**src/rtl/paddle_adc_pkg.sv**
```systemverilog
// -----------------------------------------------------------------------------
// paddle_adc_pkg
// Shared definitions for the paddle ADC conditioning block:
//   - state_t      : sequencing FSM states
//   - DEF_ADC_MIN  : default lower clamp bound (raw 12-bit counts)
//   - DEF_ADC_MAX  : default upper clamp bound (raw 12-bit counts)
//   - SCALE        : output full-scale multiplier (255)
//   - paddle_t     : signed 8-bit paddle position
// -----------------------------------------------------------------------------
package paddle_adc_pkg;

   typedef enum logic [2:0] {
      S_IDLE,
      S_CLAMP,
      S_MUL,
      S_DIV,
      S_FILT,
      S_DONE
   } state_t;

   localparam int DEF_ADC_MIN = 300;
   localparam int DEF_ADC_MAX = 1500;

   // The multiply by SCALE is realised as (d << 8) - d in the datapath.
   localparam int SCALE = 255;

   typedef logic signed [7:0] paddle_t;

endpackage

```
**src/rtl/paddle_adc_cond_div8.sv**
```systemverilog
// -----------------------------------------------------------------------------
// paddle_div8
// Eight-iteration restoring divider producing an 8-bit quotient. The caller
// guarantees dividend < divisor * 256, so the first trial subtraction uses
// divisor << 7 and eight steps resolve the full quotient.
// Ports:
//   clk       in   clock
//   reset     in   asynchronous active-high reset
//   start     in   load dividend/divisor and begin iterating
//   dividend  in   19-bit unsigned dividend
//   divisor   in   11-bit unsigned divisor (non-zero)
//   done      out  high during the eighth iteration cycle
//   quotient  out  8-bit quotient, valid while done is high
// -----------------------------------------------------------------------------
module paddle_div8 (
   input  logic        clk,
   input  logic        reset,
   input  logic        start,
   input  logic [18:0] dividend,
   input  logic [10:0] divisor,
   output logic        done,
   output logic [7:0]  quotient
);

   logic [18:0] rem;
   logic [17:0] dsh;
   logic [6:0]  quo;
   logic [2:0]  cnt;
   logic        run;
   logic        fits;

   assign fits = (rem >= {1'b0, dsh});

   // The last quotient bit is taken straight from the comparator so the
   // caller sees the complete result in the eighth cycle, not the ninth.
   assign done     = run && (cnt == 3'd7);
   assign quotient = {quo, fits};

   always_ff @(posedge clk or posedge reset) begin
      if (reset) begin
         rem <= '0;
         dsh <= '0;
         quo <= '0;
         cnt <= '0;
         run <= 1'b0;
      end else if (start) begin
         rem <= dividend;
         dsh <= {divisor, 7'd0};
         quo <= '0;
         cnt <= '0;
         run <= 1'b1;
      end else if (run) begin
         if (fits) begin
            rem <= rem - {1'b0, dsh};
         end
         quo <= {quo[5:0], fits};
         dsh <= dsh >> 1;
         cnt <= cnt + 3'd1;
         if (cnt == 3'd7) begin
            run <= 1'b0;
         end
      end
   end

endmodule

```
**src/rtl/paddle_adc_cond.sv**
```systemverilog
// -----------------------------------------------------------------------------
// paddle_adc_cond
// Turns raw LTC2308 conversions (two 12-bit channels) into signed 8-bit paddle
// positions: synchronise the ADC new-sample toggle, clamp each channel to a
// calibrated window, rescale to 0..255 with a sequential divider, optionally
// smooth with a moving average, then convert offset-binary to signed.
//
// Optional feature: define PADDLE_AVG_EN to enable the per-channel moving
// average of 2**AVG_LOG2 samples. Without it the filter stage passes the
// quotient straight through (same latency).
//
// Ports:
//   clk_sys   in   system clock (all logic and outputs)
//   reset     in   asynchronous active-high reset
//   adc_sync  in   new-sample toggle from the ADC clock domain
//   adc_dout  in   {ch1[23:12], ch0[11:0]}, stable between toggles
//   paddle_x  out  signed position from ch0
//   paddle_y  out  signed position from ch1
//   valid     out  one-cycle pulse when paddle_x/paddle_y update
//   busy      out  high while a sample is being processed
// -----------------------------------------------------------------------------
module paddle_adc_cond
   import paddle_adc_pkg::*;
#(
   parameter int ADC_MIN  = DEF_ADC_MIN,
   parameter int ADC_MAX  = DEF_ADC_MAX,
   parameter int AVG_LOG2 = 2
) (
   input  logic        clk_sys,
   input  logic        reset,
   input  logic        adc_sync,
   input  logic [23:0] adc_dout,
   output paddle_t     paddle_x,
   output paddle_t     paddle_y,
   output logic        valid,
   output logic        busy
);

   localparam logic [11:0] MIN12 = 12'(ADC_MIN);
   localparam logic [11:0] MAX12 = 12'(ADC_MAX);
   localparam logic [10:0] SPAN  = 11'(ADC_MAX - ADC_MIN);

   // ---------------- toggle synchroniser and change detect ----------------
   logic sync1, sync2, sync3;
   logic capture;

   always_ff @(posedge clk_sys or posedge reset) begin
      if (reset) begin
         sync1 <= 1'b0;
         sync2 <= 1'b0;
         sync3 <= 1'b0;
      end else begin
         sync1 <= adc_sync;
         sync2 <= sync1;
         sync3 <= sync2;
      end
   end

   assign capture = sync2 ^ sync3;

   // ---------------- datapath signals ----------------
   state_t      state;
   logic        ch;
   logic [23:0] pend_data;
   logic        pend_full;
   logic [23:0] work;
   logic [11:0] c_reg;
   logic [7:0]  q_reg;
   logic [7:0]  f0;
   logic [7:0]  f1;

   logic        take;
   logic [11:0] raw;
   logic [11:0] clamped;
   logic [18:0] d19;
   logic [18:0] n19;
   logic        div_start;
   logic        div_done;
   logic [7:0]  div_q;
   logic [7:0]  f_new;

   // The pending sample is consumed whenever the FSM is able to start work.
   assign take    = pend_full && ((state == S_IDLE) || (state == S_DONE));
   assign raw     = ch ? work[23:12] : work[11:0];
   assign clamped = (raw < MIN12) ? MIN12 : ((raw > MAX12) ? MAX12 : raw);

   // n = d * 255 without a multiplier; d <= 1200 keeps n inside 19 bits.
   assign d19       = 19'(c_reg - MIN12);
   assign n19       = (d19 << 8) - d19;
   assign div_start = (state == S_MUL);

   paddle_div8 u_div (
      .clk      (clk_sys),
      .reset    (reset),
      .start    (div_start),
      .dividend (n19),
      .divisor  (SPAN),
      .done     (div_done),
      .quotient (div_q)
   );

   // ---------------- filter stage ----------------
`ifdef PADDLE_AVG_EN
   localparam int DEPTH = 1 << AVG_LOG2;
   localparam int AW    = 8 + AVG_LOG2;

   logic [AW-1:0] acc_next [2];

   for (genvar gi = 0; gi < 2; gi++) begin : g_ch
      logic [7:0]          hist [DEPTH];
      logic [AW-1:0]       acc;
      logic [AVG_LOG2-1:0] wptr;

      // Running sum: add the newest quotient, drop the oldest history entry.
      assign acc_next[gi] = acc + AW'(q_reg) - AW'(hist[wptr]);

      always_ff @(posedge clk_sys or posedge reset) begin
         if (reset) begin
            for (int j = 0; j < DEPTH; j++) begin
               hist[j] <= 8'd128;
            end
            acc  <= AW'(128 << AVG_LOG2);
            wptr <= '0;
         end else if ((state == S_FILT) && (ch == 1'(gi))) begin
            hist[wptr] <= q_reg;
            acc        <= acc_next[gi];
            wptr       <= wptr + 1'b1;
         end
      end
   end

   assign f_new = ch ? acc_next[1][AW-1:AVG_LOG2] : acc_next[0][AW-1:AVG_LOG2];
`else
   assign f_new = q_reg;
`endif

   // ---------------- sequencing FSM ----------------
   always_ff @(posedge clk_sys or posedge reset) begin
      if (reset) begin
         state     <= S_IDLE;
         ch        <= 1'b0;
         pend_data <= '0;
         pend_full <= 1'b0;
         work      <= '0;
         c_reg     <= '0;
         q_reg     <= '0;
         f0        <= '0;
         f1        <= '0;
         paddle_x  <= '0;
         paddle_y  <= '0;
         valid     <= 1'b0;
         busy      <= 1'b0;
      end else begin
         valid <= 1'b0;

         // Latest toggle wins; a capture in the same cycle as a take refills.
         if (capture) begin
            pend_data <= adc_dout;
         end
         pend_full <= capture | (pend_full & ~take);

         unique case (state)
            S_IDLE: begin
               if (pend_full) begin
                  work  <= pend_data;
                  ch    <= 1'b0;
                  busy  <= 1'b1;
                  state <= S_CLAMP;
               end
            end
            S_CLAMP: begin
               c_reg <= clamped;
               state <= S_MUL;
            end
            S_MUL: begin
               state <= S_DIV;
            end
            S_DIV: begin
               if (div_done) begin
                  q_reg <= div_q;
                  state <= S_FILT;
               end
            end
            S_FILT: begin
               if (ch) begin
                  f1    <= f_new;
                  state <= S_DONE;
               end else begin
                  f0    <= f_new;
                  ch    <= 1'b1;
                  state <= S_CLAMP;
               end
            end
            S_DONE: begin
               paddle_x <= f0 ^ 8'h80;
               paddle_y <= f1 ^ 8'h80;
               valid    <= 1'b1;
               if (pend_full) begin
                  work  <= pend_data;
                  ch    <= 1'b0;
                  state <= S_CLAMP;
               end else begin
                  busy  <= 1'b0;
                  state <= S_IDLE;
               end
            end
            default: begin
               state <= S_IDLE;
            end
         endcase
      end
   end

endmodule

```
**config.mk**
```make
export PLATFORM = sky130hd
export DESIGN_NAME = paddle_adc_cond
export DESIGN_NICKNAME = d
export VERILOG_FILES = /design/src/rtl/paddle_adc_pkg.sv /design/src/rtl/paddle_adc_cond_div8.sv /design/src/rtl/paddle_adc_cond.sv
export SDC_FILE = /design/constraint.sdc
export NUM_CORES = 1
export LEC_CHECK = 0
export CORE_MARGIN = 8
export CORE_UTILIZATION = 45
export CTS_BUF_LIST = sky130_fd_sc_hd__clkbuf_16
export CTS_CLUSTER_DIAMETER = 80
export DETAILED_ROUTE_END_ITERATION = 10
export PLACE_DENSITY = 0.72
export SYNTH_ARGS = -nofsm -noshare
export SYNTH_HDL_FRONTEND = slang
export SYNTH_HIERARCHICAL = 1
export SYNTH_SLANG_ARGS = --single-unit
```
**constraint.sdc**
```tcl
create_clock -name clk_sys -period 5.64 [get_ports clk_sys]
set_input_delay 1.692 -clock clk_sys [delete_from_list [all_inputs] [get_ports clk_sys]]
set_output_delay 1.692 -clock clk_sys [all_outputs]
set_load 0.02 [all_outputs]
```
Word level (Yosys, flattened, before mapping). Index checks and enable logic that the tools add are counted.

Register bits after elaboration: 158. Bits in latches: 0. Memory bits (writable): 0. Memory bits (read-only): 0. Input bits: 27. Output and inout port bits: 18. Logic and storage cells: 88. Memories kept: 0.

Add/sub/neg operators: 4. Multipliers: 0. Div/mod/pow operators: 0. Order comparisons: 3. Equality and inequality tests: 10. Shift-type cells: 0. Multiplexer cells: 26. Bitwise operators: 7. Reductions and logical operators: 17.

Operators by type and width (count): 19-bit two-way mux (3); 12-bit two-way mux (3); 18-bit two-way mux (2); 19-bit by 18-bit greater-or-equal comparator with 1-bit output (1); 19-bit by 18-bit subtractor with 19-bit output (1); 19-bit subtractor (1); 3-bit one-hot mux with 6 select lines (1); 3-bit two-way mux (5); 7-bit two-way mux (2); 2-bit AND reduction (7); 12-bit by 9-bit subtractor with 13-bit output, second input constant (1); 12-bit by 11-bit greater-than comparator with 1-bit output, second input constant (1); 12-bit by 9-bit < comparator with 1-bit output, second input constant (1); 3-bit == test, second input constant (3); 1-bit two-way mux (8); 2-bit nonzero test (4); 3-bit by 2-bit == test with 1-bit output, second input constant (2); 2-bit != test, second input constant (3); 1-bit NOT (4); 1-bit one-hot mux with 2 select lines (2); 3-bit by 1-bit adder with 3-bit output, second input constant (1); 3-bit by 1-bit == test with 1-bit output, second input constant (1); 3-bit zero test (1); 3-bit AND reduction (1); other kinds (7) (8).

Logic depth before layout (Yosys ltp). Gate-level depths: netlist (run 1).

Depth after elaboration: 6. Gate-level depth with buffers: 18. Depth with buffers taken out: 17.

By module. The synthesis (run 1) kept the hierarchy.

Modules (own cells, without submodules): paddle_adc_cond (times used 1, cells an instance 460, area an instance 5271.3 µm², sequential area each 2752.6 µm²); paddle_div8 (times used 1, cells an instance 360, area an instance 3235.6 µm², sequential area each 1201.2 µm²).

Worst setup path before layout (run 1). Ideal clock, no wire load.

Kind: register to register. From: reg c_reg[3]. To: reg u_div.rem[18]. Setup time: 0.122 ns. Data arrival time: 3.298 ns. Required time: 5.518 ns. Slack: 2.220 ns. Cell stages (with the launch flop): 15. Path buffers: 0. Clock period less this slack: 3.420 ns. Path through: dfrtp_1 > ha_1 > o21ai_0 > nand2_1 > and2_1 > or4_1 > ha_1 > a21oi_1 > a21oi_1 > a311oi_1 > o21bai_1 > xor2_1 > a22o_1 > a21oi_1 > nand2_1.

Longest elaborated chain between the ends: 3.

Ends and longest elaborated chain: from (decl) (RTL line paddle_adc_cond.sv:67) `logic [11:0] c_reg;`; from (signal assigned) (RTL line paddle_adc_cond.sv:172) `c_reg <= clamped;`; 12-bit by 9-bit subtractor with 13-bit output (RTL line paddle_adc_cond.sv:88) `assign d19 = 19'(c_reg - MIN12);`; 19-bit subtractor (RTL line paddle_adc_cond.sv:89) `assign n19 = (d19 << 8) - d19;`; via n19[18] (RTL line paddle_adc_cond.sv:76) `logic [18:0] n19;`; 19-bit two-way mux (RTL line paddle_adc_cond_div8.sv:46) `end else if (start) begin`; to (signal assigned) (RTL line paddle_adc_cond_div8.sv:47) `rem <= dividend;`; to (signal assigned) (RTL line paddle_adc_cond_div8.sv:54) `rem <= rem - {1'b0, dsh};`; to (decl) (RTL line paddle_adc_cond_div8.sv:25) `logic [18:0] rem;`.

The timed path passes the listed nets, and every way through them passes these cells. A chain may end at the register's enable or synchronous reset.

Worst setup path in the final report (run 1).
From: reg c_reg[2]. To: reg u_div.rem[18].

Same word-level chain as after synthesis.

==> flow_summary.yaml, run 1 <==
status:
  run_status: "finished clean"
global_routing:
  grt.total_usage: 0.1559
  grt_antenna_before_repair: 0
  gr-total-overflow: 0
  wire_length_of_the_first_global_routing_pass_um: 30470
  grt_start_max_net_pins: 76
  first_global_vias: 6236
routing:
  drtPass1Iterations: 4
  routed_wire_length_per_instance_um: 15.99
  detailed_route_vias_per_instance: 5.388
  drc: 0
  antenna_violating_nets_post_route: 0
  post_detailed_routing_wire_length_um: 17700
  vias: 5965
  drt_first_iter_violations: 346
timing:
  timing.final.setup_violations: 0
  slew_viol_final: 0
  timing.final.crit_period_ns: 3.949
  grt_setup_unrepaired: "false"
  final_critical_path_setup_slack_ns: 1.691
  clock_skew_ns: 0.02897
  finalHoldWorstSlack_ns: 0.3547
  period_share: 0.7002
  worst_slew_margin_rel: 0.3099
  maximum_operating_frequency_mhz: 253.2
  timing_hold_violations_final: 0
  setup_tns_ns: 0
  tightest_slew_ns: 1.033
clock_network:
  cts.hold.buffers_added: 0
  clk_pin_slew_worst_paths_ns: 0.07
  htreeDepth: 4
  cts.repair_timing.setup_buffer_count: 0
  tritoncts: "done"
  ctsLongestPathBuffers: 2
  clkLatencyLatePin_ns: 0.44
  post_cts.resized_instances: 0
  cts_buffers: 17
  clock-root-buffer: "clkbuf_16"
  clk_sinks: 158
min_path:
  timing.hold.worst.start: "sync1"
  hold_depth: 0
  timing.hold.worst.class: "flop to flop"
logic_synthesis:
  synth_cell_type_count: 69
  ys_seq_area_frac: 0.4648
  ys.flop_type: "dfrtp_1"
  synth_enable_flop_cells: 0
  ys_async_sr_fraction: 1.000
  synth.avg_cell_area_um2: 10.37
  post_synth_inst_count: 820
  yosysWarnings: 6
  synth_seq_cells: 158
  synthesized_area_um2: 8507
die:
  dieWidth_um: 153.5
  rows: 50
  vertical_extent_of_the_die_um: 153.5
  top_level_ports: 45
  design.core.area_um2: 18640
  initial_core_utilization: 0.4563
  die-area_um2: 23560
power_and_ir_drop:
  power_density_nw_per_um2: 698.5
  sequentialPowerShare: 0.272
  power.ir.vdd_worst_uv: 407.1
  switching_power_mw: 2.923
  p_total_mw: 6.789
  power.switching_fraction: 0.4305
  combinationalPowerShare: 0.562
  share_clk_of_total_power: 0.166
  cellLeakagePower_nw: 4.488
  cellInternalPower_mw: 3.866
finish:
  area.growth.synth_to_final_pct: 14.27
  fin_nets: 923
  layout.cell_area.non_filler_um2: 9721
  reg_top3: "pend_data (24), work (24), u_div/rem (19)"
  insertedDiodeCount: 0
  drive_above_1_share: 0.1512
critical_path:
  crit_end_element: "flop"
  cp_data_arrival_time_ns: 4.26
  critical_path_required_ns: 5.95
  worstPathMaxFanout: 10
  timing.rr.end: "u_div/rem[18]"
  rr_worst_depth: 14
  r2r_setup_slack_ns: 1.69
  criticalPathCategory: "flop to flop"
  worstSetupStartpointType: "flop"
  launch_instance_of_the_worst_register_to_register_path: "c_reg[2]"
  worst_setup_path_endpoint: "u_div/rem[18]"
  startpoint: "c_reg[2]"
job:
  max_cap_violations: 0
placed_design:
  portBuffers: 44
  placed_cell_area_um2: 9153
  dp.final_hpwl_um: 12540
  routabilityCongestion: 0.9533
  dpl_worst_slack_ns: 1.814
==> kinds of logic (layout without fill, tap and decap cells) <==
group | after synthesis | in the layout | share of synthesized area
and+or+nand+nor | 233 | 233 | 0.1293
AOI/OAI and AO/OA | 161 | 161 | 0.1210
DFF | 158 | 158 | 0.4648
muxes | 122 | 122 | 0.1546
buffers and inverters | 71 | 115 | 0.03750
xor gates and xnor gates | 39 | 39 | 0.04103
adders and majority gates | 34 | 34 | 0.05089
other | 2 | 11 | 0.0008828
==> power groups by stage <==
stage               Clock, mW  Sequential (mW)  Combinational, mW
CTS                      1.15             1.85               3.80
global route             1.19             1.90               4.24
finish                   1.13             1.85               3.82
floorplan                   0             1.73               3.12
global placement            0             1.85               3.67
detailed placement          0             1.87               3.76
==> synth_stat cells, types with 7 or more instances <==
cell / number / share of area
a21o_1: 17 / 0.015
a21oi_1: 42 / 0.025
a31oi_1: 12 / 0.0088
and2_1: 7 / 0.0051
buf_2: 12 / 0.0071
clkbuf_1: 14 / 0.0062
dfrtp_1: 158 / 0.46
ha_1: 33 / 0.049
inv_1: 34 / 0.015
mux2_2: 75 / 0.099
mux2i_1: 47 / 0.055
nand2_1: 110 / 0.049
nand2b_1: 10 / 0.0074
nand3_1: 15 / 0.0088
nor2_1: 42 / 0.019
nor2b_1: 7 / 0.0051
o21ai_0: 31 / 0.018
o21ai_1: 16 / 0.0094
xnor2_1: 22 / 0.023
xor2_1: 16 / 0.016
==> worst min-delay path by stage <==
stage / slack [ns] / to
2_1_floorplan: 0.33 / sync2
3_3_place_gp: 0.33 / sync2
3_5_place_dp: 0.34 / sync2
4_1_cts: 0.36 / sync2
5_1_grt: 0.37 / sync2
6_report: 0.35 / sync2
==> critical path, cell delays in order, from the launching register on <==
cell and delay [ns]:
dfrtp_1 0.48, ha_1 0.31, o21ai_0 0.28, nand2_1 0.12
and2_1 0.18, or4_1 0.56, ha_1 0.43, a21oi_1 0.23
a21oi_1 0.15, a311oi_1 0.37, o21bai_1 0.12, xor2_1 0.17
a22o_1 0.24, a21oi_1 0.12, nand2_1 0.06
==> cells in the final DEF, fill, tap and decap left out, types with 6 or more instances in the layout <==
master and count:
dfrtp_1 158, nand2_1 110, mux2_2 75, mux2i_1 47, clkdlybuf4s50_1 44, a21oi_1 41, nor2_1 41, inv_1 33
ha_1 33, o21ai_0 31, xnor2_1 22, a21o_1 17, clkbuf_16 17, o21ai_1 16, xor2_1 15, nand3_1 15
a31oi_1 12, conb_1 11, nand2b_1 10, nor2b_1 7, and2_1 7, nand3b_1 6, nand4_1 6, nor3_1 6
buf_4 6
==> metrics by stage <==
step | util | cells
final | 0.5214 | 1107
after floorplan | - | 829
after global placement | 0.4909 | 1077
after global routing | 0.5214 | 1107
after CTS | 0.5214 | 1107
after detailed placement | 0.4909 | 1077
==> routing by layer <==
layer  global-route usage  part of all wire  up-vias
li1                     -                 -     2938
met3              0.03447             0.030       28
met1               0.1990              0.47     2895
met5                    0                 0        -
met2               0.2541              0.48      104
met4              0.06066             0.020        0
==> area by class of cell <==
| type | instances | area, um^2 |
|---|---|---|
| fillers | 1703 | 8922 |
| multi-input cells | 600 | 4287 |
| flip-flops and latches | 158 | 3954 |
| repair buffers | 50 | 485.5 |
| clock buffers | 17 | 425.4 |
| well taps | 234 | 292.8 |
| clock inverters | 13 | 142.6 |
| inverters | 35 | 133.9 |
Note: power is estimated with default switching activity, not from simulation.
==> run 2, diff against run 1 <==
--- a/config.mk
+++ b/config.mk
@@ -10,7 +10,7 @@
 export CTS_BUF_LIST = sky130_fd_sc_hd__clkbuf_16
 export CTS_CLUSTER_DIAMETER = 80
 export DETAILED_ROUTE_END_ITERATION = 10
-export PLACE_DENSITY = 0.72
+export PLACE_DENSITY = 0.74
 export SYNTH_ARGS = -nofsm -noshare
 export SYNTH_HDL_FRONTEND = slang
 export SYNTH_HIERARCHICAL = 1
==> constraint.sdc (replaced) <==
create_clock -name clk_sys -period 3.31 [get_ports clk_sys]
set_input_delay 0.993 -clock clk_sys [delete_from_list [all_inputs] [get_ports clk_sys]]
set_output_delay 0.993 -clock clk_sys [all_outputs]
set_load 0.02 [all_outputs]
==> run 2 against run 1 <==
Effect of this change: global-route usage is 0.46 points higher; hold slack worse by 0.00095 ns; clock power is 76% higher; via count is 3.4% higher; non-clock buffer count is 20 higher; critical path depth is 1 higher; sequential power is 69% higher; die area stayed put; first-iteration DRC count is 0.58% lower; count of clock-buffer cells in the layout stayed put; critical path type unchanged; largest power group unchanged.
==> flow_summary.yaml, run 2 (same netlist as run 1, synthesis figures left out) <==
power_and_ir_drop:
  p_total_mw: 12.36
  power.ir.vdd_worst_uv: 539.5
  cellLeakagePower_nw: 4.613
  power_density_nw_per_um2: 1230
critical_path:
  timing.critical_path.slowest_stage_cell: "or4_4"
  timing.critical_path.cells: "ha_2 > o21ai_2 > nand2_2 > and2_4 > or4_4 > ha_4 > and4_4 > nand2_2 > o31a_1 > o21ai_2 > a21oi_2 > xnor2_1 > nand2_1 > o21ai_1 > a21o_1"
  startpoint: "c_reg[2]"
  worstSetupStartpointType: "flop"
  cp_data_arrival_time_ns: 3.54
  timing.rr.end: "u_div/rem[17]"
  worstPathMaxFanout: 6
  rr_worst_depth: 15
  r2r_setup_slack_ns: 0.09
  launch_instance_of_the_worst_register_to_register_path: "c_reg[2]"
  critical_path_required_ns: 3.63
  criticalPathCategory: "flop to flop"
  critical_path.max_stage_delay_ns: 0.58
  crit_end_element: "flop"
status:
  run_status: "finished clean"
timing:
  slew_viol_final: 0
  clock_skew_ns: 0.009096
  tightest_slew_ns: 0.7141
  timing.final.setup_violations: 0
  grt_setup_unrepaired: "true"
  timing_hold_violations_final: 0
  period_share: 0.9736
  final_critical_path_setup_slack_ns: 0.08750
  worst_slew_margin_rel: 0.5225
  maximum_operating_frequency_mhz: 310.3
  timing.final.crit_period_ns: 3.223
die:
  design.core.area_um2: 18640
  die-area_um2: 23560
  top_level_ports: 45
  dieWidth_um: 153.5
  vertical_extent_of_the_die_um: 153.5
  initial_core_utilization: 0.4563
  rows: 50
clock_network:
  clkLatencyLatePin_ns: 0.42
  htreeDepth: 4
  ctsLongestPathBuffers: 2
  tritoncts: "done"
  clk_sinks: 158
  clk_pin_slew_worst_paths_ns: 0.07
  clock-root-buffer: "clkbuf_16"
  cts_buffers: 17
routing:
  drc: 0
  detailed_route_vias_per_instance: 5.465
  antenna_violating_nets_post_route: 0
  routed_wire_length_per_instance_um: 16.35
  post_detailed_routing_wire_length_um: 18460
  drt_first_iter_violations: 344
  vias: 6170
  drtPass1Iterations: 8
global_routing:
  grt_start_max_net_pins: 39
  wire_length_of_the_first_global_routing_pass_um: 31350
  global_route.peak_usage_layer: "met2"
  globalRouteMet1Util: 0.2099
  groute.layer.met2.usage: 0.2676
  grt.total_usage: 0.1605
  gr-total-overflow: 0
  global_route.usage.met3: 0.02887
  grt_antenna_before_repair: 0
  first_global_vias: 6290
finish:
  insertedDiodeCount: 0
  reg_top3: "pend_data (24), work (24), u_div/rem (19)"
  layout.cell_area.non_filler_um2: 10050
  finalCoreUtilization: 0.5390
  fin_nets: 943
  final_cell_mix: "dfrtp_1 (158), nand2_1 (107), mux2_2 (75)"
  mostFrequentLayoutCell: "dfrtp_1"
  drive_above_1_share: 0.1944
  area.growth.synth_to_final_pct: 18.12
  multiInputGateArea_um2: 4388
  fillerInstances: 1621
  register_area_um2: 3954
min_path:
  timing.hold.worst.class: "flop to flop"
  timing.hold.worst.start: "sync1"
  hold_depth: 0
  hold_end: "sync2"
placed_design:
  dp.final_hpwl_um: 13550
  placed_cell_area_um2: 9346
  routabilityCongestion: 0.9180
  portBuffers: 44
  dpl_worst_slack_ns: -0.01058
job:
  max_cap_violations: 0
## run 2: worst max path at each step
| stage | endpoint | slack (ns) | cells after the start |
|---|---|---|---|
| 6_report | u_div/rem[17] | 0.09 | 15 |
| 5_1_grt | u_div/rem[17] | -0.08 | 15 |
| 2_1_floorplan | u_div/rem[18] | 0.04 | 14 |
| 3_3_place_gp | u_div/rem[18] | 0.02 | 14 |
| 4_1_cts | u_div/rem[18] | 0.05 | 16 |
| 3_5_place_dp | u_div/rem[18] | -0.01 | 14 |
## run 2: metrics by stage
stage / TNS [ns] / cells / hold WS, ns
after global placement: 0 / 1096 / 0.3363
after CTS: 0 / 1128 / 0.3600
final: 0 / 1129 / 0.3538
after floorplan: 0 / 829 / 0.3312
after global routing: -0.1380 / 1129 / 0.3662
after detailed placement: -0.01058 / 1096 / 0.3443
## run 2: final cells by class
type / count / area share
multi-input cells: 600 / 0.4367
flip-flops and latches: 158 / 0.3935
repair buffers: 70 / 0.06736
clock buffers: 17 / 0.04234
well taps: 234 / 0.02914
clock inverters: 15 / 0.01756
inverters: 35 / 0.01345
## run 2: timing repair
action / CTS / global route
endpoints found under the hold margin: 0 / 0
hold buffers: 0 / 0
pin swaps: 0 / 17
buffers inserted: 0 / 1
setup endpoints to repair: 1 / 3
resized for setup: 1 / 20
## run 2: where the power goes
group | total [mW] | switching (mW) | internal (mW) | leakage [nW]
registers | 3.13 | 0.561 | 2.57 | 1.98
clock network | 1.99 | 0.853 | 1.14 | 0.285
logic | 7.24 | 3.88 | 3.36 | 2.35
total | 12.4 | 5.30 | 7.06 | 4.61
## run 2: per-layer routing
layer  vias up  wire length (um)
li1       2969                 -
met1      3062              8568
met2       125              9086
met3        14               607
met4         0               201
met5         -                 0
## run 2: worst max-delay path: cells and delay by family, from the launching register on
kind                       cells  cell delay [ns]
and+or+nand+nor                6             1.15
AOI/OAI and AO/OA              6             0.90
adders and majority gates      2             0.55
DFF                            1             0.40
xor gates and xnor gates       1             0.12
==> run 3, diff against run 2 <==
--- a/config.mk
+++ b/config.mk
@@ -5,11 +5,13 @@
 export SDC_FILE = /design/constraint.sdc
 export NUM_CORES = 1
 export LEC_CHECK = 0
+export ABC_CLOCK_PERIOD_IN_PS = 3310
 export CORE_MARGIN = 8
 export CORE_UTILIZATION = 45
 export CTS_BUF_LIST = sky130_fd_sc_hd__clkbuf_16
 export CTS_CLUSTER_DIAMETER = 80
 export DETAILED_ROUTE_END_ITERATION = 10
+export GPL_ROUTABILITY_DRIVEN = 0
 export PLACE_DENSITY = 0.74
 export SYNTH_ARGS = -nofsm -noshare
 export SYNTH_HDL_FRONTEND = slang
==> run 3 against run 2 <==
Effect of this change: final cell count rose by 0.18%; wire length fell by 1.4%; critical path depth rose by 1; sequential power barely moved; final area fell by 0.41%; largest power group unchanged.
==> flow_summary.yaml, run 3 (same netlist as run 1, synthesis figures left out) <==
status:
  run_status: "finished clean"
critical_path:
  launch_instance_of_the_worst_register_to_register_path: "c_reg[3]"
  criticalPathCategory: "flop to flop"
  critical_path.max_stage_delay_ns: 0.40
  timing.rr.end: "u_div/rem[18]"
  worstSetupStartpointType: "flop"
  worstPathMaxFanout: 5
  timing.critical_path.slowest_stage_cell: "dfrtp_1"
  r2r_setup_slack_ns: 0.06
  timing.critical_path.cells: "buf_6 > a211o_1 > a21o_1 > nand2_2 > xor2_2 > inv_1 > ha_4 > a21o_1 > nor2_1 > o311ai_4 > a311oi_2 > o21bai_1 > xor2_1 > a22o_1 > a21oi_1 > nand2_1"
  rr_worst_depth: 16
  cp_data_arrival_time_ns: 3.56
  crit_end_element: "flop"
  worstPathBufferInverterCount: 2
  crit_top_cell: "a21o_1"
  critical_path_required_ns: 3.62
  cpLargestDelayFamily: "compound AO/OA/AOI/OAI gates"
routing:
  antenna_violating_nets_post_route: 0
  drc: 0
  routed_wire_length_per_instance_um: 16.10
  vias: 6123
  post_detailed_routing_wire_length_um: 18210
  drt_first_iter_violations: 311
  drtPass1Iterations: 5
  detailed_route_vias_per_instance: 5.414
clock_network:
  clk_sinks: 158
  clock-root-buffer: "clkbuf_16"
  clkLatencyLatePin_ns: 0.43
  tritoncts: "done"
  htreeDepth: 4
  cts_buffers: 17
  cts.hold.buffers_added: 0
  clk_pin_slew_worst_paths_ns: 0.06
  ctsLongestPathBuffers: 2
power_and_ir_drop:
  cellInternalPower_mw: 6.863
  switching_power_mw: 5.225
  power_density_nw_per_um2: 1208
  power.ir.vdd_worst_uv: 541.0
  sequentialPowerShare: 0.259
  share_clk_of_total_power: 0.152
  cellLeakagePower_nw: 4.617
  power.switching_fraction: 0.4323
  combinationalPowerShare: 0.590
  p_total_mw: 12.09
global_routing:
  grt_antenna_before_repair: 0
  grt.total_usage: 0.1609
  grt_start_max_net_pins: 35
  gr-total-overflow: 0
  wire_length_of_the_first_global_routing_pass_um: 31440
  first_global_vias: 6337
job:
  max_cap_violations: 0
timing:
  timing_hold_violations_final: 0
  maximum_operating_frequency_mhz: 307.8
  slew_viol_final: 0
  setup_tns_ns: 0
  tightest_slew_ns: 0.7374
  clock_skew_ns: 0.01155
  grt_setup_unrepaired: "true"
  period_share: 0.9815
  worst_slew_margin_rel: 0.5066
  timing.final.setup_violations: 0
  timing.final.crit_period_ns: 3.249
die:
  vertical_extent_of_the_die_um: 153.5
  die-area_um2: 23560
  initial_core_utilization: 0.4563
  rows: 50
  dieWidth_um: 153.5
  top_level_ports: 45
  design.core.area_um2: 18640
placed_design:
  dp.cells: 1096
  portBuffers: 44
  dp.final_hpwl_um: 13310
finish:
  area.growth.synth_to_final_pct: 17.63
  mostFrequentLayoutCell: "dfrtp_1"
  fin_nets: 945
  drive_above_1_share: 0.1873
  final_cell_mix: "dfrtp_1 (158), nand2_1 (108), mux2_2 (75)"
  finalNonFillerCells: 1131
  reg_top3: "pend_data (24), work (24), u_div/rem (19)"
  fillerInstances: 1638
  insertedDiodeCount: 0
min_path:
  timing.hold.worst.class: "flop to flop"
  timing.hold.worst.start: "sync1"
  hold_end: "sync2"
  hold_depth: 0
==> run 3: changes by cell type in the layout (fill, tap and decap cells not counted), sizes merged <==
cell | previous run | this run
buf | 26 | 28
bufinv | 2 | 0
clkinv | 1 | 9
clkinvlp | 5 | 2
inv | 42 | 39
==> run 3: power by group through the flow <==
stage | sequential, mW | clock [mW] | combinational, mW
after floorplan | 2.94 | 0 | 5.36
after global placement | 3.12 | 0 | 6.56
after detailed placement | 3.15 | 0 | 6.72
after CTS | 3.12 | 1.88 | 6.85
after global routing | 3.21 | 1.95 | 7.92
final | 3.13 | 1.83 | 7.13
==> run 3: area by class of cell <==
type                            count  area (um^2)  area share
Multi-Input combinational cell    600         4370      0.4367
Timing Repair Buffer               72        695.7     0.06952
Sequential cell                   158         3954      0.3951
Clock inverter                     15        133.9     0.01338
Tap cell                          234        292.8     0.02926
Inverter                           35        135.1     0.01350
Clock buffer                       17        425.4     0.04251
==> run 3: worst max-delay path by stage <==
stage	startpoint	endpoint	cells past startpoint
after floorplan	c_reg[3]	u_div/rem[18]	14
after global placement	c_reg[2]	u_div/rem[18]	14
after detailed placement	c_reg[2]	u_div/rem[18]	14
after CTS	c_reg[2]	u_div/rem[18]	16
after global routing	c_reg[3]	u_div/rem[18]	16
final	c_reg[3]	u_div/rem[18]	16
==> run 3: layer usage <==
| layer | up-vias | track usage | wire length (um) |
|---|---|---|---|
| li1 | 2985 | - | - |
| met1 | 2972 | 0.2059 | 8286 |
| met2 | 130 | 0.2651 | 8857 |
| met3 | 36 | 0.03055 | 588 |
| met4 | 0 | 0.06346 | 473 |
| met5 | - | 0 | 0 |
==> run 3: timing repair <==
item,CTS,global route
endpoints found under the setup margin,2,4
setup buffers,0,3
gates resized for setup,5,10
hold endpoints to repair,0,0
pin swaps,2,12
==> run 3: per-stage QoR <==
| stage | area (um^2) | setup WS, ns | utilization | hold WS, ns |
|---|---|---|---|---|
| final | 10010 | 0.06132 | 0.5368 | 0.3504 |
| after detailed placement | 9346 | -0.1118 | 0.5013 | 0.3389 |
| after floorplan | 8557 | 0.03836 | - | 0.3312 |
| after global placement | 9346 | 0.02380 | 0.5013 | 0.3342 |
| after global routing | 10010 | -0.1162 | 0.5368 | 0.3673 |
| after CTS | 9936 | 0.002762 | 0.5330 | 0.3545 |
